<file path="src/rtl/gray_cnt_sched.sv">
// Round-robin scheduler sharing one 4-bit gray-code counter between NREQ requesters.
// Optional readback check of the final code is built when GRAY_CNT_SCHED_CHECK_EN is defined.
module gray_cnt_sched #(
  parameter int NREQ = 4
) (
  input  logic              CLK,
  input  logic              CDN,
  input  logic [NREQ-1:0]   REQ,
  input  logic [4*NREQ-1:0] LDV,
  input  logic [4*NREQ-1:0] STEPS,
  output logic [NREQ-1:0]   GNT,
  output logic [NREQ-1:0]   DONE,
  output logic              BUSY,
  output logic              ERR,
  output logic              CNT_CD,
  output logic              CNT_LD,
  output logic              CNT_EN,
  output logic [3:0]        CNT_D,
  input  logic [3:0]        CNT_Q
);

  localparam int PW = (NREQ > 1) ? $clog2(NREQ) : 1;

  typedef enum logic [2:0] {
    S_IDLE  = 3'd0,
    S_LOAD  = 3'd1,
    S_RUN   = 3'd2,
    S_CHECK = 3'd3,
    S_FIN   = 3'd4
  } state_e;

`ifdef GRAY_CNT_SCHED_CHECK_EN
  localparam state_e S_AFTER = S_CHECK;
`else
  localparam state_e S_AFTER = S_FIN;
`endif

  function automatic logic [3:0] bin2gray(input logic [3:0] b);
    return b ^ {1'b0, b[3:1]};
  endfunction

  function automatic logic [3:0] gray2bin(input logic [3:0] g);
    logic [3:0] b;
    b[3] = g[3];
    b[2] = b[3] ^ g[2];
    b[1] = b[2] ^ g[1];
    b[0] = b[1] ^ g[0];
    return b;
  endfunction

  function automatic logic [PW-1:0] ptr_inc(input logic [PW-1:0] x);
    return (x == PW'(NREQ - 1)) ? '0 : x + PW'(1'b1);
  endfunction

  logic [3:0] ldv_a   [NREQ];
  logic [3:0] steps_a [NREQ];

  for (genvar g = 0; g < NREQ; g++) begin : g_unpack
    assign ldv_a[g]   = LDV[4*g+3:4*g];
    assign steps_a[g] = STEPS[4*g+3:4*g];
  end

  state_e          state_q, state_d;
  logic [PW-1:0]   ptr_q, ptr_d, gidx_q, gidx_d, pick_s;
  logic            found_s;
  logic [3:0]      ld_q, ld_d, st_q, st_d, step_q, step_d, cnt_d_q, cnt_d_d;
  logic [NREQ-1:0] gnt_q, gnt_d, done_q, done_d;
  logic            busy_q, busy_d, cnt_cd_q, cnt_cd_d;
  logic            cnt_ld_q, cnt_ld_d, cnt_en_q, cnt_en_d;
`ifdef GRAY_CNT_SCHED_CHECK_EN
  logic [3:0]      exp_q, exp_d;
  logic            err_q, err_d;
`else
  logic            unused_cnt_q;
  assign unused_cnt_q = ^CNT_Q;
`endif

  // Round-robin search: first requester at or after the pointer, wrapping at NREQ.
  always_comb begin
    logic [PW-1:0] cand;
    cand    = ptr_q;
    pick_s  = ptr_q;
    found_s = 1'b0;
    for (int k = 0; k < NREQ; k++) begin
      pick_s  = (!found_s && REQ[cand]) ? cand : pick_s;
      found_s = found_s | REQ[cand];
      cand    = ptr_inc(cand);
    end
  end

  // Next-state and next-output logic for the run sequencer.
  always_comb begin
    state_d  = state_q;
    ptr_d    = ptr_q;
    gidx_d   = gidx_q;
    ld_d     = ld_q;
    st_d     = st_q;
    step_d   = step_q;
    gnt_d    = gnt_q;
    done_d   = '0;
    cnt_cd_d = 1'b0;
    cnt_ld_d = 1'b0;
    cnt_en_d = 1'b0;
    cnt_d_d  = cnt_d_q;
`ifdef GRAY_CNT_SCHED_CHECK_EN
    exp_d    = exp_q;
    err_d    = err_q;
`endif
    case (state_q)
      S_IDLE: begin
        // Hold off while the counter is still being cleared after reset.
        if (found_s && !cnt_cd_q) begin
          gidx_d         = pick_s;
          gnt_d          = '0;
          gnt_d[pick_s]  = 1'b1;
          ld_d           = ldv_a[pick_s];
          st_d           = steps_a[pick_s];
          cnt_d_d        = ldv_a[pick_s];
          cnt_ld_d       = 1'b1;
          state_d        = S_LOAD;
        end else begin
          state_d = S_IDLE;
        end
      end
      S_LOAD: begin
`ifdef GRAY_CNT_SCHED_CHECK_EN
        exp_d = bin2gray(gray2bin(ld_q) + st_q);
`endif
        if (!REQ[gidx_q]) begin
          gnt_d   = '0;
          ptr_d   = ptr_inc(gidx_q);
          state_d = S_IDLE;
        end else if (st_q == 4'd0) begin
          state_d = S_AFTER;
        end else begin
          step_d   = st_q;
          cnt_en_d = 1'b1;
          state_d  = S_RUN;
        end
      end
      S_RUN: begin
        if (!REQ[gidx_q]) begin
          gnt_d   = '0;
          ptr_d   = ptr_inc(gidx_q);
          state_d = S_IDLE;
        end else if (step_q == 4'd1) begin
          step_d  = 4'd0;
          state_d = S_AFTER;
        end else begin
          step_d   = step_q - 4'd1;
          cnt_en_d = 1'b1;
        end
      end
      S_CHECK: begin
`ifdef GRAY_CNT_SCHED_CHECK_EN
        err_d = err_q | (CNT_Q != exp_q);
`endif
        state_d = S_FIN;
      end
      S_FIN: begin
        done_d  = gnt_q;
        gnt_d   = '0;
        ptr_d   = ptr_inc(gidx_q);
        state_d = S_IDLE;
      end
      default: begin
        gnt_d   = '0;
        state_d = S_IDLE;
      end
    endcase
    busy_d = (state_d != S_IDLE);
  end

  // State and registered outputs.
  always_ff @(posedge CLK or negedge CDN) begin
    if (!CDN) begin
      state_q  <= S_IDLE;
      ptr_q    <= '0;
      gidx_q   <= '0;
      ld_q     <= 4'd0;
      st_q     <= 4'd0;
      step_q   <= 4'd0;
      gnt_q    <= '0;
      done_q   <= '0;
      busy_q   <= 1'b0;
      cnt_cd_q <= 1'b1;
      cnt_ld_q <= 1'b0;
      cnt_en_q <= 1'b0;
      cnt_d_q  <= 4'd0;
`ifdef GRAY_CNT_SCHED_CHECK_EN
      exp_q    <= 4'd0;
      err_q    <= 1'b0;
`endif
    end else begin
      state_q  <= state_d;
      ptr_q    <= ptr_d;
      gidx_q   <= gidx_d;
      ld_q     <= ld_d;
      st_q     <= st_d;
      step_q   <= step_d;
      gnt_q    <= gnt_d;
      done_q   <= done_d;
      busy_q   <= busy_d;
      cnt_cd_q <= cnt_cd_d;
      cnt_ld_q <= cnt_ld_d;
      cnt_en_q <= cnt_en_d;
      cnt_d_q  <= cnt_d_d;
`ifdef GRAY_CNT_SCHED_CHECK_EN
      exp_q    <= exp_d;
      err_q    <= err_d;
`endif
    end
  end

  assign GNT    = gnt_q;
  assign DONE   = done_q;
  assign BUSY   = busy_q;
  assign CNT_CD = cnt_cd_q;
  assign CNT_LD = cnt_ld_q;
  assign CNT_EN = cnt_en_q;
  assign CNT_D  = cnt_d_q;
`ifdef GRAY_CNT_SCHED_CHECK_EN
  assign ERR    = err_q;
`else
  assign ERR    = 1'b0;
`endif

endmodule

</file>
<file path="config.mk">
export PLATFORM = sky130hd
export DESIGN_NAME = gray_cnt_sched
export DESIGN_NICKNAME = d
export VERILOG_FILES = /design/src/rtl/gray_cnt_sched.sv
export SDC_FILE = /design/constraint.sdc
export NUM_CORES = 1
export LEC_CHECK = 0
export ABC_CLOCK_PERIOD_IN_PS = 2920
export CORE_MARGIN = 2
export CORE_UTILIZATION = 35
export DETAILED_ROUTE_END_ITERATION = 7
export PLACE_DENSITY = 0.67
export SKIP_LAST_GASP = 1
export SLEW_MARGIN = 20
export SYNTH_ARGS = -nofsm -noshare
export SYNTH_HDL_FRONTEND = slang
export SYNTH_SLANG_ARGS = --single-unit
export TNS_END_PERCENT = 30
</file>
<file path="constraint.sdc">
create_clock -name CLK -period 2.92 [get_ports CLK]
set_input_delay 0.73 -clock CLK [delete_from_list [all_inputs] [get_ports CLK]]
set_output_delay 0.73 -clock CLK [all_outputs]
set_load 0.005 [all_outputs]
</file>
# Word-level counts from Yosys, hierarchy flattened

Cells that the tools add are included.

Output and inout port bits: 17
Flip-flop bits (word level): 31

Reductions and logical operators: 19
$lt $le $gt $ge: 8
Add/sub/neg operators: 5
Equality and inequality tests: 14
Bitwise operators: 5
Muxes and demuxes: 49

Operators by type and width:

| cell                                               | count |
|---|---|
| two-way mux 4 bit                                  | 11 |
| < comparator 2 x 3 -> 1 bit, second input constant | 6 |
| binary-select mux 4 bit (select 2 bit)             | 2 |
| two-way mux 2 bit                                  | 8 |
| two-way mux 1 bit                                  | 13 |
| two-way mux 3 bit                                  | 4 |
| one-hot mux 3 bit (4 select lines)                 | 1 |
| one-hot mux 4 bit (3 select lines)                 | 1 |
| binary-select mux 1 bit (select 2 bit)             | 5 |
| inequality test 2 bit, second input constant       | 5 |
| adder 2 x 1 -> 2 bit, second input constant        | 4 |
| == test 2 bit, second input constant               | 4 |
| one-hot mux 4 bit (2 select lines)                 | 1 |
| == test 3 x 2 -> 1 bit, second input constant      | 2 |
| logical AND 1 bit                                  | 5 |
| == test 4 x 1 -> 1 bit, second input constant      | 1 |
| zero test 1 bit                                    | 4 |
| zero test 4 bit                                    | 1 |
| one-hot mux 2 bit (2 select lines)                 | 1 |
| AND reduction 2 bit                                | 2 |
| AND reduction 4 bit                                | 1 |
| nonzero test 2 bit                                 | 2 |
| subtractor 4 x 1 -> 4 bit, second input constant   | 1 |
| == test 3 x 1 -> 1 bit, second input constant      | 1 |
| 12 further kinds                                   | 14 |

# Longest topological paths before layout

Gate-level depths: netlist of run 1.

Depth after elaboration: 16
Gate-level depth with buffers: 11

# Worst setup path before layout of run 1

OpenSTA, ideal clock, no wires.

Path kind: input port to flip-flop
Start point: input port REQ[3]
End point: register gnt_q[0], in the netlist GNT[0]
Required time: 2.802 ns
Cell stages on the path: 7
Arrival: 2.345 ns
Setup time: 0.118 ns
Path buffers: 2
Slack: 0.457 ns
Cells stage by stage: buf_6 > mux4_2 > o311a_1 > a32oi_1 > nand2b_1 > buf_6 > a2bb2o_4

Word-level cells in the longest chain between the ends: 13
Elaborated cells on any way between the ends: 33
Those cells by class: 2 x order compare; 2 x eq/ne; 17 x mux; 3 x bitwise; 9 x reduce/logical

RTL lines:

| element                                                                                                  | line   | RTL |
|---|---|---|
| start: declaration                                                                                       | 8      | `input logic [NREQ-1:0] REQ,` |
| binary-select mux 1 bit (select 2 bit) (on tied branches)                                                | 86, 85 |  |
| two-way mux 1 bit (on tied branches)                                                                     | 86, 85 |  |
| zero test 1 bit / bitwise OR 1 bit (equally long branches)                                               | 85, 86 |  |
| logical AND 1 bit, or another cell as far along                                                          | 85     | `pick_s = (!found_s && REQ[cand]) ? cand : pick_s;` |
| two-way mux 2 bit, or another cell as far along                                                          | 85     |  |
| two-way mux 2 bit / logical AND 1 bit (equally long branches)                                            | 85     |  |
| two-way mux 2 bit                                                                                        | 85     |  |
| < comparator 2 x 3 -> 1 bit (implied by the code) / >= comparator 2 x 1 -> 1 bit (equally long branches) | 115    | `gnt_d[pick_s] = 1'b1;` |
| logical AND 1 bit (implied by the code)                                                                  | 115    |  |
| two-way mux 1 bit (implied by the code)                                                                  | 115    |  |
| demux 1 bit (select 2 bit)                                                                               | 115    |  |
| two-way mux 4 bit                                                                                        | 112    | `if (found_s && !cnt_cd_q) begin` |
| one-hot mux 4 bit (3 select lines)                                                                       | 109    | `case (state_q)` |
| end signal: assignment                                                                                   | 201    | `gnt_q <= gnt_d;` |
| end: declaration                                                                                         | 67     | `logic [NREQ-1:0] gnt_q, gnt_d, done_q, done_d;` |

Parallel ways exist; a longest one is shown, timed or not. The select of a mux whose other input is x is not followed.
A chain may end at the register's enable or synchronous reset.

# Worst setup path after layout of run 1

Start point: input port REQ[0]
End point: register st_q[3]

Word-level cells in the longest chain between the ends: 11
Elaborated cells on any way between the ends: 26
Those cells by class: 14 x mux; 4 x bitwise; 8 x reduce/logical

RTL lines:

| element                                                       | line   | RTL |
|---|---|---|
| binary-select mux 1 bit (select 2 bit) (on tied branches)     | 86, 85 |  |
| two-way mux 1 bit (on tied branches)                          | 86, 85 |  |
| zero test 1 bit / bitwise OR 1 bit (equally long branches)    | 85, 86 |  |
| logical AND 1 bit, or another cell as far along               | 85     |  |
| two-way mux 2 bit, or another cell as far along               | 85     |  |
| two-way mux 2 bit / logical AND 1 bit (equally long branches) | 85     |  |
| two-way mux 2 bit                                             | 85     |  |
| NOT 2 -> 3 bit (implied by the code)                          | 117    | `st_d = steps_a[pick_s];` |
| binary-select mux 4 bit (select 2 bit)                        | 117    |  |
| two-way mux 4 bit (implied by the code) (2 in a row)          | 117    |  |
| end signal: assignment                                        | 199    | `st_q <= st_d;` |
| end: declaration                                              | 66     | `logic [3:0] ld_q, ld_d, st_q, st_d, step_q, step_d, cnt_d_q, cnt_d_d;` |

Parallel ways exist; a longest one is shown, timed or not. The select of a mux whose other input is x is not followed.

==> results of run 1 <==
==> power groups by stage <==
| stage | clock, W | sequential, W | combinational, W |
|---|---|---|---|
| 3_5_place_dp | 0 | 0.000729 | 0.00178 |
| 4_1_cts | 0.000324 | 0.000723 | 0.00178 |
| 2_1_floorplan | 0 | 0.000710 | 0.00125 |
| 6_report | 0.000312 | 0.000726 | 0.00177 |
| 5_1_grt | 0.000341 | 0.000749 | 0.00194 |
| 3_3_place_gp | 0 | 0.000724 | 0.00175 |
==> Yosys cell counts, types with 2 or more instances <==
library cell,count
dfrtp_1,30
nand2_1,20
mux2i_1,16
nor2_1,13
a21oi_1,12
o21ai_0,12
inv_1,9
o221ai_1,8
nand2b_1,7
and3_1,4
buf_4,4
buf_6,4
clkbuf_1,4
ha_1,4
nor3_1,4
o2bb2ai_1,4
a22o_1,3
a32oi_1,3
mux4_2,3
or2_2,3
or3_1,3
a2bb2oi_2,2
mux2_2,2
o31ai_1,2
==> flip-flops by register name (all words and copies together) (netlist names) <==
| signal | cells |
|---|---|
| GNT | 4 |
| CNT_CD | 1 |
| state_q | 3 |
| ptr_q | 2 |
| gidx_q | 2 |
| step_q | 4 |
| CNT_LD | 1 |
| BUSY | 1 |
| CNT_D | 4 |
| st_q | 4 |
| DONE | 4 |
| CNT_EN | 1 |
==> area by class of cell <==
type	instances	area, um^2
clock buffers	7	76.3
clock inverters	1	5.00
fillers	499	2500
inverters	10	37.5
multi-input cells	143	1020
flip-flops and latches	31	777
well taps	70	87.6
repair buffers	74	701
==> metal layers <==
| layer | up-vias | track usage, % | share of wire [%] |
|---|---|---|---|
| met5 | - | 0 | 0 |
| met4 | 0 | 5.79 | 1.3 |
| met3 | 4 | 3.91 | 5.0 |
| met2 | 46 | 24.6 | 46 |
| met1 | 799 | 20.0 | 48 |
| li1 | 851 | - | - |
==> worst max-delay path, stage by stage <==
cell and delay [ns]:
clkdlybuf4s50_1 0.49, buf_4 0.18, mux2_2 0.26, nor2_1 0.14, o21ai_0 0.09, a32oi_1 0.21
a2bb2oi_2 0.20, buf_12 0.20, mux2i_1 0.22, o221ai_1 0.14
==> path summary, 6_finish.rpt <==
check	slack [ns]	depth (start not counted)	to	start
hold / removal	0.50	2	CNT_D[3]$_DFFE_PN0P_	CNT_D[3]$_DFFE_PN0P_
setup reg to reg	0.24	10	CNT_D[0]$_DFFE_PN0P_	ptr_q[1]$_DFFE_PN0P_
hold reg to reg	0.50	2	CNT_D[3]$_DFFE_PN0P_	CNT_D[3]$_DFFE_PN0P_
min in group asynchronous	0.84	2	st_q[0]$_DFFE_PN0P_	CDN
max in group asynchronous	1.76	2	CNT_CD$_DFF_PN1_	CDN
setup / recovery	0.18	10	st_q[3]$_DFFE_PN0P_	REQ[0]
==> through the flow <==
stage | power, W | TNS, ns | hold slack (ns) | worst slack (ns)
6_report | 0.00281 | 0 | 0.496 | 0.184
5_1_grt | 0.00303 | 0 | 0.540 | 0.0583
4_1_cts | 0.00283 | 0 | 0.496 | 0.184
3_5_place_dp | 0.00251 | -0.707 | 0.476 | -0.0948
3_3_place_gp | 0.00247 | -0.286 | 0.470 | -0.0443
2_1_floorplan | 0.00196 | 0 | 0.434 | 0.457
==> kinds of logic (layout without fill, tap and decap cells) <==
family | count (synthesis) | count (layout)
xor gates and xnor gates | 1 | 1
AOI/OAI and AO/OA | 54 | 54
buffers and inverters | 22 | 92
adders and majority gates | 4 | 4
other | 1 | 2
muxes | 21 | 21
DFF | 31 | 31
and+or+nand+nor | 61 | 61
==> out/metrics.cfg, run 1 <==
[global_routing]
grt_overflow=0
antenna_found_initial=0
grt_max_degree=32
grtUsageTotal_pct=15.3
grt_pass1_wl_um=7460
grt_pass1_vias=1664

[worst_hold_path]
hold_class=register to register

[setup_path]
worstPathRequired_ns=3.07
cp-start-kind=input pin
worstPathMaxFanout=20
crit_path_end_kind=register
cp.arrival_ns=2.88
path_class=input pin to register

[synthesis]
synth_top_family_by_area=compound AO/OA/AOI/OAI gates
ys.flop_type=dfrtp_1
synth_warnings=0
synth_cell_types=43
synth-async-reset-ratio_pct=100
synth_compound_area_share_pct=20.8
synth_xor_xnor_area_share_pct=0.845
ys_ff_latch=31
ys_top_cells_by_area=dfrtp_1 (39%), mux2i_1 (8.3%), nand2_1 (3.9%)
syn_inst=195
yosys.area_share.adder_pct=2.60
avgSynthCellArea_um2=9.87
netlist_area_um2=1920
synth.mux.area_fraction_pct=13.0
synth_top_area_share_pct=39.0
synth-seq-area-share_pct=40.4
synth-edff-count=0
yosys.area_share.simple_pct=15.5
yosys.area.top_type=dfrtp_1

[status]
status=complete, no violations

[die]
rows=26
die_w_um=78.2
initial_core_util_pct=37.0
core_area_um2=5200
dieHeight_um=78.2
io-pin-count=59
die-area_um2=6110

[pwr]
p_comb_share_pct=63.1
swShare_pct=40.8
clockPowerShare_pct=11.1
leakagePower_nw=1.20
internal_power_w=0.00166
p_seq_share_pct=25.8
p_per_area_nw_per_um2=1040
peakVddDrop_mv=0.591
power_switching_w=0.00115

[layout]
area_delta_synth_final_pct=40.7
final_common_cell=clkdlybuf4s50_1
design_area_um2=2710
drive_above_1_share_pct=15.8
num_antenna_cells=0
mostFrequentLayoutCells=clkdlybuf4s50_1 (53), dfrtp_1 (30), nand2_1 (20), buf_4 (20), mux2i_1 (16)
instances_no_fill=336
utilization_pct=52.0
fin_nets=311

[placement]
dpl_cell_area_um2=2630
post-place-cells=328
hpwl_um=3430
routabilityCongestion=0.858
io_buffers=53

[sta]
finalHoldViolations=0
fmax_mhz=366
period_needed_ns=2.74
drv_slew=0
min_period_over_period_pct=93.7
setup_viol=0
clock-skew-final_ns=0.00584
grt_setup_unrepaired=false

[clock_network]
numCtsBuffers=5
cts.sinks=31
postCtsHoldBufs=0
cts_root_buf=clkbuf_8
cts_max_level=2
cts_setup_buffers=0
clockBufferDepth=2
clk_pin_slew_ns=0.06
cts_resized=0
clk_latency_ns=0.28
cts_tree=yes

[routing]
drc=0
viasPerCell=5.06
wl_um=4510
first_pass_iters=6
vias=1700
dr.first_iter.drc_count=79
wl_per_cell_um=13.4
detail-route-antenna-nets=0

[flow_run]
cap_violations=0

Power figures use the tool's default switching activity.
==> run 2: changes to the inputs <==
Settings changed: ABC_CLOCK_PERIOD_IN_PS 2920 to 2350, PLACE_DENSITY 0.67 to 0.69.
Clock period 2.92 ns to 2.35 ns, I/O delays scaled along.
==> run 2 against run 1 <==
Against the previous run: the run now ends with negative setup slack left; critical path depth stayed put; register-to-register slack worse by 0.31 ns; core utilization is 2.9 points higher; via count is 3.0% higher; clock skew hardly changed; worst hold slack worse by 0.0050 ns; non-clock buffer count is 8 higher; power is 37% higher; combinational power is 41% higher; sequential share of layout area is 1.5 points lower; largest cell class unchanged; largest power group unchanged.
==> out/metrics.cfg, run 2 (synthesized netlist as in run 1, its figures left out) <==
[routing]
wl_um=4570  ; +1.2%
dr.first_iter.drc_count=119  ; +51%
viasPerCell=5.09  ; +0.60%
vias=1751  ; +3.0%
wl_per_cell_um=13.3  ; -1.2%
detail-route-antenna-nets=0  ; unchanged
drc=0  ; unchanged
first_pass_iters=4  ; -2

[layout]
final_common_cell=clkdlybuf4s50_1
mostFrequentLayoutCells=clkdlybuf4s50_1 (49), dfrtp_1 (29), buf_4 (26), nand2_1 (20), mux2i_1 (16)
nFillCells=467  ; -6.4%
area_delta_synth_final_pct=48.5
num_antenna_cells=0  ; unchanged
fin_nets=319  ; +2.6%
utilization_pct=54.9  ; +2.9 points
seq_area_um2=778  ; +0.16%
multi_input_area_um2=1090  ; +6.4%
drive_above_1_share_pct=21.9  ; +6.1 points

[die]
core_area_um2=5200  ; unchanged
die-area_um2=6110  ; unchanged
die_w_um=78.2  ; unchanged
rows=26  ; unchanged
dieHeight_um=78.2  ; unchanged
initial_core_util_pct=37.0  ; unchanged
io-pin-count=59  ; unchanged

[setup_path]
rrSetupSlack_ns=-0.07  ; -0.31 ns
rr_startpoint=ptr_q[0]$_DFFE_PN0P_
crit_chain=ha_4 > o21ai_2 > a31oi_2 > a2bb2oi_2 > nor3_2 > or3_4 > inv_4 > nand2_1 > buf_4 > a2bb2o_1
cp_num_buf_inv=2  ; -1
cp.depth=10  ; unchanged
cp.arrival_ns=2.63  ; -0.25 ns
cp-start-kind=register
cp-endpoint=GNT[2]$_DFFE_PN0P_
r2r-end=GNT[2]$_DFFE_PN0P_
worstPathRequired_ns=2.56  ; -0.51 ns
crit_slowest_cell=dfrtp_1
reg2reg_depth=10  ; unchanged
crit_path_end_kind=register
worstPathMaxFanout=6  ; -70%
crit_family=compound AO/OA/AOI/OAI gates
worstSetupStartpoint=ptr_q[0]$_DFFE_PN0P_
slowest_delay_ns=0.41  ; -0.08 ns
path_class=register to register

[pwr]
internal_power_w=0.00233  ; +40%
peakVddDrop_mv=0.668  ; +13%
clockPowerShare_pct=11.6  ; +0.5 points
swShare_pct=39.6  ; -1.2 points
p_comb_share_pct=64.8  ; +1.7 points
power_switching_w=0.00152  ; +33%
leakagePower_nw=1.27  ; +5.7%
p_seq_share_pct=23.6  ; -2.2 points
p_per_area_nw_per_um2=1350  ; +30%

[sta]
finalHoldViolations=0  ; unchanged
drv_slew=0  ; unchanged
hold_ws_ns=0.491  ; -0.00498 ns
period_needed_ns=2.42
fin_ws_ns=-0.0654  ; -0.250 ns
grt_setup_unrepaired=true
clock-skew-final_ns=0.00622  ; +0.000388 ns
min_period_over_period_pct=103
fmax_mhz=414
setup_viol=11  ; +11

[flow_run]
cap_violations=0  ; unchanged

[clock_network]
clk_pin_slew_ns=0.06  ; about the same
clockBufferDepth=2  ; unchanged
cts.sinks=31  ; unchanged
cts_max_level=2  ; unchanged
cts_root_buf=clkbuf_8
cts_tree=yes
numCtsBuffers=5  ; unchanged
postCtsHoldBufs=0  ; unchanged
clk_latency_ns=0.27  ; about the same

[worst_hold_path]
hold_class=register to register
min_path_cells=2  ; unchanged

[global_routing]
grt_pass1_vias=1718  ; +3.2%
grt_max_degree=32  ; unchanged
antenna_found_initial=0  ; unchanged
grtUsageTotal_pct=16.2  ; +0.90 points
grt_overflow=0  ; unchanged
grt_pass1_wl_um=7950  ; +6.6%

[placement]
routabilityCongestion=0.843  ; -1.7%
io_buffers=53  ; unchanged
hpwl_um=3440  ; about the same

[status]
status=finished, violations left
violations=negative setup slack

-- run 2: cell count changes in the layout (fill, tap and decap cells not counted), moves of 2 or more --
cell             delta
dlygate4sd2_1       +4
clkdlybuf4s50_1     -4
buf_6               +2
clkbuf_8            +2
buf_4               +6
-- run 2: power by group through the flow --
stage | registers, W | clock network [W] | logic (W)
4_1_cts | 0.000908 | 0.000457 | 0.00248
3_3_place_gp | 0.000901 | 0 | 0.00227
5_1_grt | 0.000937 | 0.000490 | 0.00274
2_1_floorplan | 0.000884 | 0 | 0.00158
3_5_place_dp | 0.000903 | 0 | 0.00232
6_report | 0.000908 | 0.000447 | 0.00249
-- run 2: how the worst min path moves through the flow --
stage,startpoint,endpoint,slack [ns]
2_1_floorplan,CDN,BUSY$_DFF_PN0_,0.29
3_3_place_gp,CNT_D[0]$_DFFE_PN0P_,CNT_D[0]$_DFFE_PN0P_,0.47
3_5_place_dp,CNT_D[2]$_DFFE_PN0P_,CNT_D[2]$_DFFE_PN0P_,0.48
4_1_cts,CNT_D[2]$_DFFE_PN0P_,CNT_D[2]$_DFFE_PN0P_,0.49
5_1_grt,CNT_D[0]$_DFFE_PN0P_,CNT_D[0]$_DFFE_PN0P_,0.52
6_report,CNT_D[2]$_DFFE_PN0P_,CNT_D[2]$_DFFE_PN0P_,0.49
-- run 2: layout make-up --
cell class,count,share of cell area (%)
Multi-Input combinational cell,143,38.1
Clock buffer,8,3.50
Timing Repair Buffer,82,26.7
Inverter,10,1.40
Sequential cell,31,27.2
Tap cell,70,3.06
-- run 2: per-layer routing --
layer  GRT usage, %  vias up  routed length, um
li1               -      867                  -
met1           21.8      830               2010
met2           25.9       50               2290
met3           4.02        4                233
met4           4.91        0                 40
met5              0        -                  0
-- run 2: per-stage QoR --
step / cells / worst slack [ns] / power (W) / TNS [ns] / area, um^2
6_report: 344 / -0.0654 / 0.00385 / -0.507 / 2860
5_1_grt: 344 / -0.225 / 0.00417 / -2.19 / 2860
4_1_cts: 344 / -0.0633 / 0.00385 / -0.478 / 2860
3_5_place_dp: 335 / -0.570 / 0.00322 / -8.47 / 2690
3_3_place_gp: 335 / -0.488 / 0.00317 / -7.26 / 2690
2_1_floorplan: 196 / -0.0149 / 0.00246 / -0.0245 / 1940
-- run 2: worst min-delay path, stage by stage, from the launching register on --
cell and delay, ns:
dfrtp_1 0.34, nand2_1 0.05, o221ai_1 0.06
-- run 2: repair_timing --
item | in CTS | in global routing
buffers inserted | 1 | 0
pin swaps | 4 | 0
hold endpoints to repair | 0 | 0
endpoints found under the setup margin | 17 | 14
resized for setup | 16 | 0
